### config.mk
export PLATFORM = sky130hd
export DESIGN_NAME = wb_arbiter
export DESIGN_NICKNAME = d
export VERILOG_FILES = /design/src/rtl/wb_arbiter.sv
export SDC_FILE = /design/constraint.sdc
export NUM_CORES = 1
export LEC_CHECK = 0
export ABC_AREA = 1
export CORE_MARGIN = 4
export CORE_UTILIZATION = 49
export DETAILED_ROUTE_END_ITERATION = 8
export PLACE_DENSITY = 0.79
export REMOVE_ABC_BUFFERS = 1
export SETUP_SLACK_MARGIN = 0.3
export SYNTH_ARGS = -nofsm -noshare
export SYNTH_HDL_FRONTEND = slang
export SYNTH_SLANG_ARGS = --single-unit
### constraint.sdc
create_clock -name clk -period 3.2 [get_ports clk]
set_clock_uncertainty 0.1 [all_clocks]
set_input_delay 0.32 -clock clk [delete_from_list [all_inputs] [get_ports clk]]
set_output_delay 0.32 -clock clk [all_outputs]
set_load 0.05 [all_outputs]
### src/rtl/wb_arbiter.sv
// Register-file write-port arbiter: the pipeline WB stage always wins, and
// multiply/divide results queue in a small FIFO that drains into idle slots.
module wb_arbiter #(
    parameter int N          = 32,
    parameter int DEPTH      = 4,
    parameter int STARVE_MAX = 8
) (
    input  logic         clk,
    input  logic         reset_n,
    input  logic         wb_we,
    input  logic [4:0]   wb_wa,
    input  logic [N-1:0] wb_wd,
    input  logic         md_valid,
    input  logic [4:0]   md_wa,
    input  logic [N-1:0] md_wd,
    output logic         md_ready,
    output logic         we3,
    output logic [4:0]   wa3,
    output logic [N-1:0] wd3,
    output logic [31:0]  md_pending,
    output logic         stall_req,
    output logic         err
);
    localparam int AW   = $clog2(DEPTH);
    localparam int CNTW = AW + 1;
    localparam int CW   = $clog2(STARVE_MAX + 1);
    localparam logic [CNTW-1:0] FULL = CNTW'(DEPTH);
    localparam logic [CW-1:0]   SMAX = CW'(STARVE_MAX);

    logic [4:0]      fifo_wa [DEPTH];
    logic [N-1:0]    fifo_wd [DEPTH];
    logic [AW-1:0]   rd_ptr, wr_ptr, slot;
    logic [CNTW-1:0] count;
    logic [CW-1:0]   starve_cnt;
    logic            pipe_live, empty, pop, push;

    assign pipe_live = wb_we && (wb_wa != 5'd0);
    assign empty     = (count == '0);
    assign pop       = !pipe_live && !empty;
    assign md_ready  = (count != FULL) || pop;
    // Writes to r0 are acknowledged but never occupy a slot.
    assign push      = md_valid && md_ready && (md_wa != 5'd0);

    always_comb begin
        we3 = 1'b0;
        wa3 = 5'd0;
        wd3 = '0;
        if (pipe_live) begin
            we3 = 1'b1;
            wa3 = wb_wa;
            wd3 = wb_wd;
        end else if (!empty) begin
            we3 = 1'b1;
            wa3 = fifo_wa[rd_ptr];
            wd3 = fifo_wd[rd_ptr];
        end
    end

    // Only slots between head and head+count hold live entries.
    always_comb begin
        md_pending = '0;
        slot       = '0;
        for (int i = 0; i < DEPTH; i++) begin
            slot = rd_ptr + AW'(i);
            if (CNTW'(i) < count)
                md_pending[fifo_wa[slot]] = 1'b1;
        end
    end

    always_ff @(posedge clk) begin
        if (!reset_n) begin
            rd_ptr     <= '0;
            wr_ptr     <= '0;
            count      <= '0;
            starve_cnt <= '0;
            stall_req  <= 1'b0;
            err        <= 1'b0;
        end else begin
            if (push) begin
                fifo_wa[wr_ptr] <= md_wa;
                fifo_wd[wr_ptr] <= md_wd;
                wr_ptr          <= wr_ptr + AW'(1);
            end
            if (pop)
                rd_ptr <= rd_ptr + AW'(1);
            case ({push, pop})
                2'b10:   count <= count + CNTW'(1);
                2'b01:   count <= count - CNTW'(1);
                default: ;
            endcase

            if (empty || pop)
                starve_cnt <= '0;
            else if (starve_cnt != SMAX)
                starve_cnt <= starve_cnt + CW'(1);
            // Once raised, the bubble request holds until the head drains.
            stall_req <= (empty || pop) ? 1'b0 : (stall_req || (starve_cnt == SMAX));

            if ((pipe_live && stall_req) || (md_valid && !md_ready))
                err <= 1'b1;
        end
    end
endmodule

# ---- Yosys cells after proc, flatten, opt, wreduce, memory -nomap -nowiden
# Memories as Yosys holds them, arrays and structs flattened. A register that Yosys moved wholly into a read port is not among the register bits.
# Cells that the tools add are included.
dict set report classes {
  mux 26
  div_mod_pow 0
  bitwise 4
  n_shift 0
  reduce_logical 22
  multipliers 0
  n_eq_ne 5
  order_cmp 12
  addsub 7
}
# cell n
set ops {}
lappend ops {{32-bit two-way mux} 6}
lappend ops {{32-bit bitwise OR} 3}
lappend ops {{5-bit by 6-bit < comparator with 1-bit output, second input constant} 4}
lappend ops {{1-bit demux with 5-bit select} 4}
lappend ops {{5-bit by 1-bit >= comparator with 1-bit output, second input constant} 4}
lappend ops {{1-bit logical AND} 10}
lappend ops {{5-bit two-way mux} 2}
lappend ops {{5-bit nonzero test} 2}
lappend ops {{1-bit two-way mux} 9}
lappend ops {{2-bit two-way mux} 4}
lappend ops {{1-bit by 3-bit < comparator with 1-bit output, first input constant} 2}
lappend ops {{2-bit by 3-bit < comparator with 1-bit output, first input constant} 2}
lappend ops {{3-bit one-hot mux with 2 select lines} 1}
lappend ops {{2-bit by 1-bit adder with 2-bit output, second input constant} 2}
lappend ops {{2-bit adder, second input constant} 2}
lappend ops {{4-bit by 1-bit adder with 4-bit output, second input constant} 1}
lappend ops {{4-bit equality test, second input constant} 1}
lappend ops {{1-bit logical OR} 4}
lappend ops {{4-bit != test, second input constant} 1}
lappend ops {{3-bit by 1-bit adder with 3-bit output, second input constant} 1}
lappend ops {{1-bit zero test} 3}
lappend ops {{3-bit zero test} 1}
lappend ops {{3-bit != test, second input constant} 1}
lappend ops {{3-bit by 1-bit subtractor with 3-bit output, second input constant} 1}
lappend ops {{other kinds (5)} 5}
dict set report totals {
  ff_bits 13
  latchBits 0
  ram_bits 148
  memories 2
  out_inout_bits 73
  word_cells 84
  rom_bits 0
}
# memory words width rd rd_ports_with_merged_regs write_ports line_no
set mem_list {}
lappend mem_list {fifo_wd 4 32 1 1 1 31} ;# logic [N-1:0] fifo_wd [DEPTH];
lappend mem_list {fifo_wa 4 5 4 1 1 30} ;# logic [4:0] fifo_wa [DEPTH];

# ---- Depth between registers and ports, before layout
# An unclocked memory read counts as a cell.
dict set report depth {
  depth_word 12
  mapped_depth 14
  depth_no_buf 13
}

# ---- Least setup slack after synthesis
# OpenSTA, ideal clock, no wires.
dict set report synth_path {
  path_type {register to register}
  start {register count[0]}
  end {memory fifo_wa[0][0], enable pin}
  period_less_slack_ps 3608
  arrival_ps 3076
  setup_slack_ps -408
  required_time_ps 2669
  path_stages_with_launch 8
  cell_sequence {dfxtp_1 inv_2 ha_1 nand4_1 nand2_1 inv_1 nand2_1 nor2_1}
}
dict set report synth_between {
  elab_chain_len 9
  word_cells_on_any_way 10
  cone_classes {eq/ne: 1; mux: 3; reduce/logical: 6}
}
# item line_no
set synth_rtl {}
lappend synth_rtl {{start, declared} 33} ;# logic [CNTW-1:0] count;
lappend synth_rtl {{start signal, assigned} 87} ;# 2'b10: count <= count + CNTW'(1);
lappend synth_rtl {{start signal, assigned} 88} ;# 2'b01: count <= count - CNTW'(1);
lappend synth_rtl {{3-bit zero test} 38} ;# assign empty = (count == '0);
lappend synth_rtl {{1-bit zero test} n/a}
lappend synth_rtl {{1-bit logical AND} 39} ;# assign pop = !pipe_live && !empty;
lappend synth_rtl {{1-bit logical OR (*)} 40} ;# assign md_ready = (count != FULL) || pop;
lappend synth_rtl {{net md_ready} 16} ;# output logic md_ready,
lappend synth_rtl {{1-bit logical AND (*) (2 in a row)} 42} ;# assign push = md_valid && md_ready && (md_wa != 5'd0);
lappend synth_rtl {{1-bit two-way mux (*)} 79} ;# if (push) begin
lappend synth_rtl {{1-bit two-way mux (*)} 71} ;# if (!reset_n) begin
lappend synth_rtl {{1-bit two-way mux (implied by the code) (*)} 80} ;# fifo_wa[wr_ptr] <= md_wa;
lappend synth_rtl {{end, declared} 30}
# The timed path passes the listed nets; every way through them passes the cells marked *.

# ---- Worst setup path in the final report
dict set report layout_path {
  start {register count[1]}
  end {output port wd3[11]}
}
dict set report layout_between {
  elab_chain_len 3
}
# item line_no
set layout_rtl {}
lappend layout_rtl {{3-bit zero test} 38}
lappend layout_rtl {{32-bit two-way mux} 52} ;# end else if (!empty) begin
lappend layout_rtl {{32-bit two-way mux} 48} ;# if (pipe_live) begin
lappend layout_rtl {{end, declared} 19} ;# output logic [N-1:0] wd3,
# No other way between the ends.

==> qor.csv <==
metric;value;unit
htreeDepth;4;
synth_cell_types;31;
wl_per_cell;16.95;um
via_per_inst;5.524;
required;2.78;ns
n_antenna_cell;0;
crit_slowest_cell;dfxtp_1;
dp_hpwl;16.62;mm
startpoint_type;flip-flop;
rr_endpoint;fifo_wd[0][26];
syn_area;8855;um2
antenna_found_initial;0;
wl;24.07;mm
async_flop_share;0;%
path_cells;inv_1 -> ha_1 -> inv_1 -> nor2_1 -> inv_1 -> nand2_2 -> inv_1 -> buf_6 -> a22o_1 -> buf_12;
grt_pass1_vias;7436;
grt_max_degree;44;
final_common_cell;nor2_1;
die_x;142.4;um
grt_usage;23.18;%
synth_ff_type;edfxtp_1;
outcome;finished clean;
rr_worst_depth;8;
r2r_start;count[0];
tightest_slew;0.5189;ns
netlist_instances;1038;
fmax;360.3;MHz
cts_tree;done;
cts_max_path_buffers;2;
hold_buffers;0;
drcViolationCount;0;
die_area;20290;um2
yosys_warnings;0;
avgSynthCellArea;8.531;um2
rsz0062_at_grt;true;
fin_cells;1420;
areaGrowthSynthToFinish;34.65;%
num_rows;48;
fin_setup_tns;0;ns
numPortBuffers;150;
vias;7844;
crit_fanout;32;
power;0.009628;W
crit_type;flip-flop to primary output;
r2r_setup_slack;0.77;ns
worst_path_dominant_cell_family;buffers and inverters;
final_cell_mix;265 x nor2_1, 226 x nand2_1, 148 x edfxtp_1;
post-place-cells;1384;
routabilityCongestion;0.9794;
placed_cell_area;11250;um2
cp.arrival;2.36;ns
drtIter0Drc;567;
nNetsFinal;1271;
dr.pass1.iters;5;
start_util;50.67;%
synth_seq_cells;163;
hold_path_depth;2;
max_stage_delay;0.31;ns
grt_first_pass_wirelength;37.43;mm
holdPathEnd;stall_req;
fin_area;11920;um2
p_leak;4.662;nW
worstSetupEndpointType;primary output;
hp-start;stall_req;
finalSetupViolCount;0;
clk_latency;0.41;ns
fp.coreArea;17480;um2
hp-class;flip-flop to flip-flop;
nFillCells;1280;
synth_edf_count;148;
numCtsBuffers;17;
seq_area_frac_synth;53.58;%
power.density;807.5;nW/um2
fp.dieH;142.4;um
grt_overflow;0;
vdd_drop_max;573.4;uV
post-route-period-util;86.73;%
drv_slew;0;
hold_viol_final;0;
critPathMostFrequentCell;inv_1;
cts_root_buf;clkbuf_16;
postRouteAntennaNets;0;
drv_cap;0;
clk_pin_slew;0.06;ns
slew_headroom;65.30;%
worst-path-buf-inv;6;
clock-sinks;163;
drive_above_1_share;15.15;%
finalCriticalPeriod;2.775;ns
num_io_pins;151;
report_power, final:
part,total [W],leakage [nW],internal [W],switching (W)
Sequential,0.00252,1.47,0.00243,0.0000889
Combinational,0.00510,2.90,0.00179,0.00331
Clock,0.00201,0.289,0.00123,0.000780
Total,0.00963,4.66,0.00545,0.00418
per-stage QoR:
step	hold WS, ns	setup WS (ns)	utilization [%]
after floorplan	0.3189	-0.4013	-
after global placement	0.3836	0.5763	64.35
after detailed placement	0.3892	0.4878	64.35
after CTS	0.4012	0.3163	67.80
after global routing	0.4337	0.2691	68.22
final	0.4146	0.4246	68.22
metal layers:
metal / routed length [um] / global-route usage [%]
met4: 606 / 8.554
met2: 12260 / 41.09
met3: 1746 / 5.108
met5: 0 / 0
met1: 9453 / 27.69
synthesized netlist by cell type (11+ instances only):
cell type | count | share of area, %
a21oi_1 | 12 | 0.68
a22o_1 | 32 | 3.2
buf_2 | 11 | 0.62
clkbuf_1 | 19 | 0.81
dfxtp_1 | 15 | 3.4
edfxtp_1 | 148 | 50
ha_1 | 11 | 1.6
inv_1 | 54 | 2.3
nand2_1 | 227 | 9.6
nand2_2 | 18 | 1.3
nand3_1 | 51 | 2.9
nand3_2 | 12 | 1.4
nor2_1 | 269 | 11
o21ai_0 | 76 | 4.3
o22ai_1 | 35 | 2.5
worst max path at each step:
stage	from	to	slack, ns	cells past startpoint
finish	count[1]	wd3[11]	0.42	10
global route	rd_ptr[0]	md_pending[31]	0.27	10
CTS	rd_ptr[1]	md_pending[16]	0.32	11
detailed placement	wb_wa[0]	wd3[10]	0.49	9
global placement	wb_wa[0]	wd3[28]	0.58	9
floorplan	count[0]	fifo_wa[0][0]	-0.40	7
timing repair:
| action | in CTS | in global routing |
|---|---|---|
| resized for setup | 3 | 17 |
| endpoints found under the setup margin | 22 | 64 |
| gates cloned | 0 | 2 |
| buffers inserted | 0 | 2 |
registers in the layout (all words and copies together) (netlist names), named ones only:
register / count
count: 3
err: 1
fifo_wa: 20
fifo_wd: 128
rd_ptr: 2
stall_req: 1
starve_cnt: 4
wr_ptr: 2
worst min-delay path, cell delays in order (launching register included):
cell and delay, ns:
dfxtp_1 0.32, inv_1 0.09, a21oi_1 0.06
area by class of cell:
type	instances	area (um2)	area share, %
clock buffer	20	436.7	3.663
clock inverter	12	152.6	1.280
inverter	65	254.0	2.130
multi-input combinational	766	3661	30.71
sequential	163	4751	39.85
tap	225	281.5	2.361
timing repair buffer	167	2376	19.93
timing repair inverter	2	10.01	0.08395
kinds of logic after synthesis:
family | synth area share, %
AO/OA/AOI/OAI | 10.94
buffers and inverters | 5.610
flip-flops | 53.58
adder cells (fa/ha/maj) | 1.554
AND/OR/NAND/NOR | 28.22
XOR/XNOR | 0.09893
No activity file was read; power rests on OpenSTA's default activity.
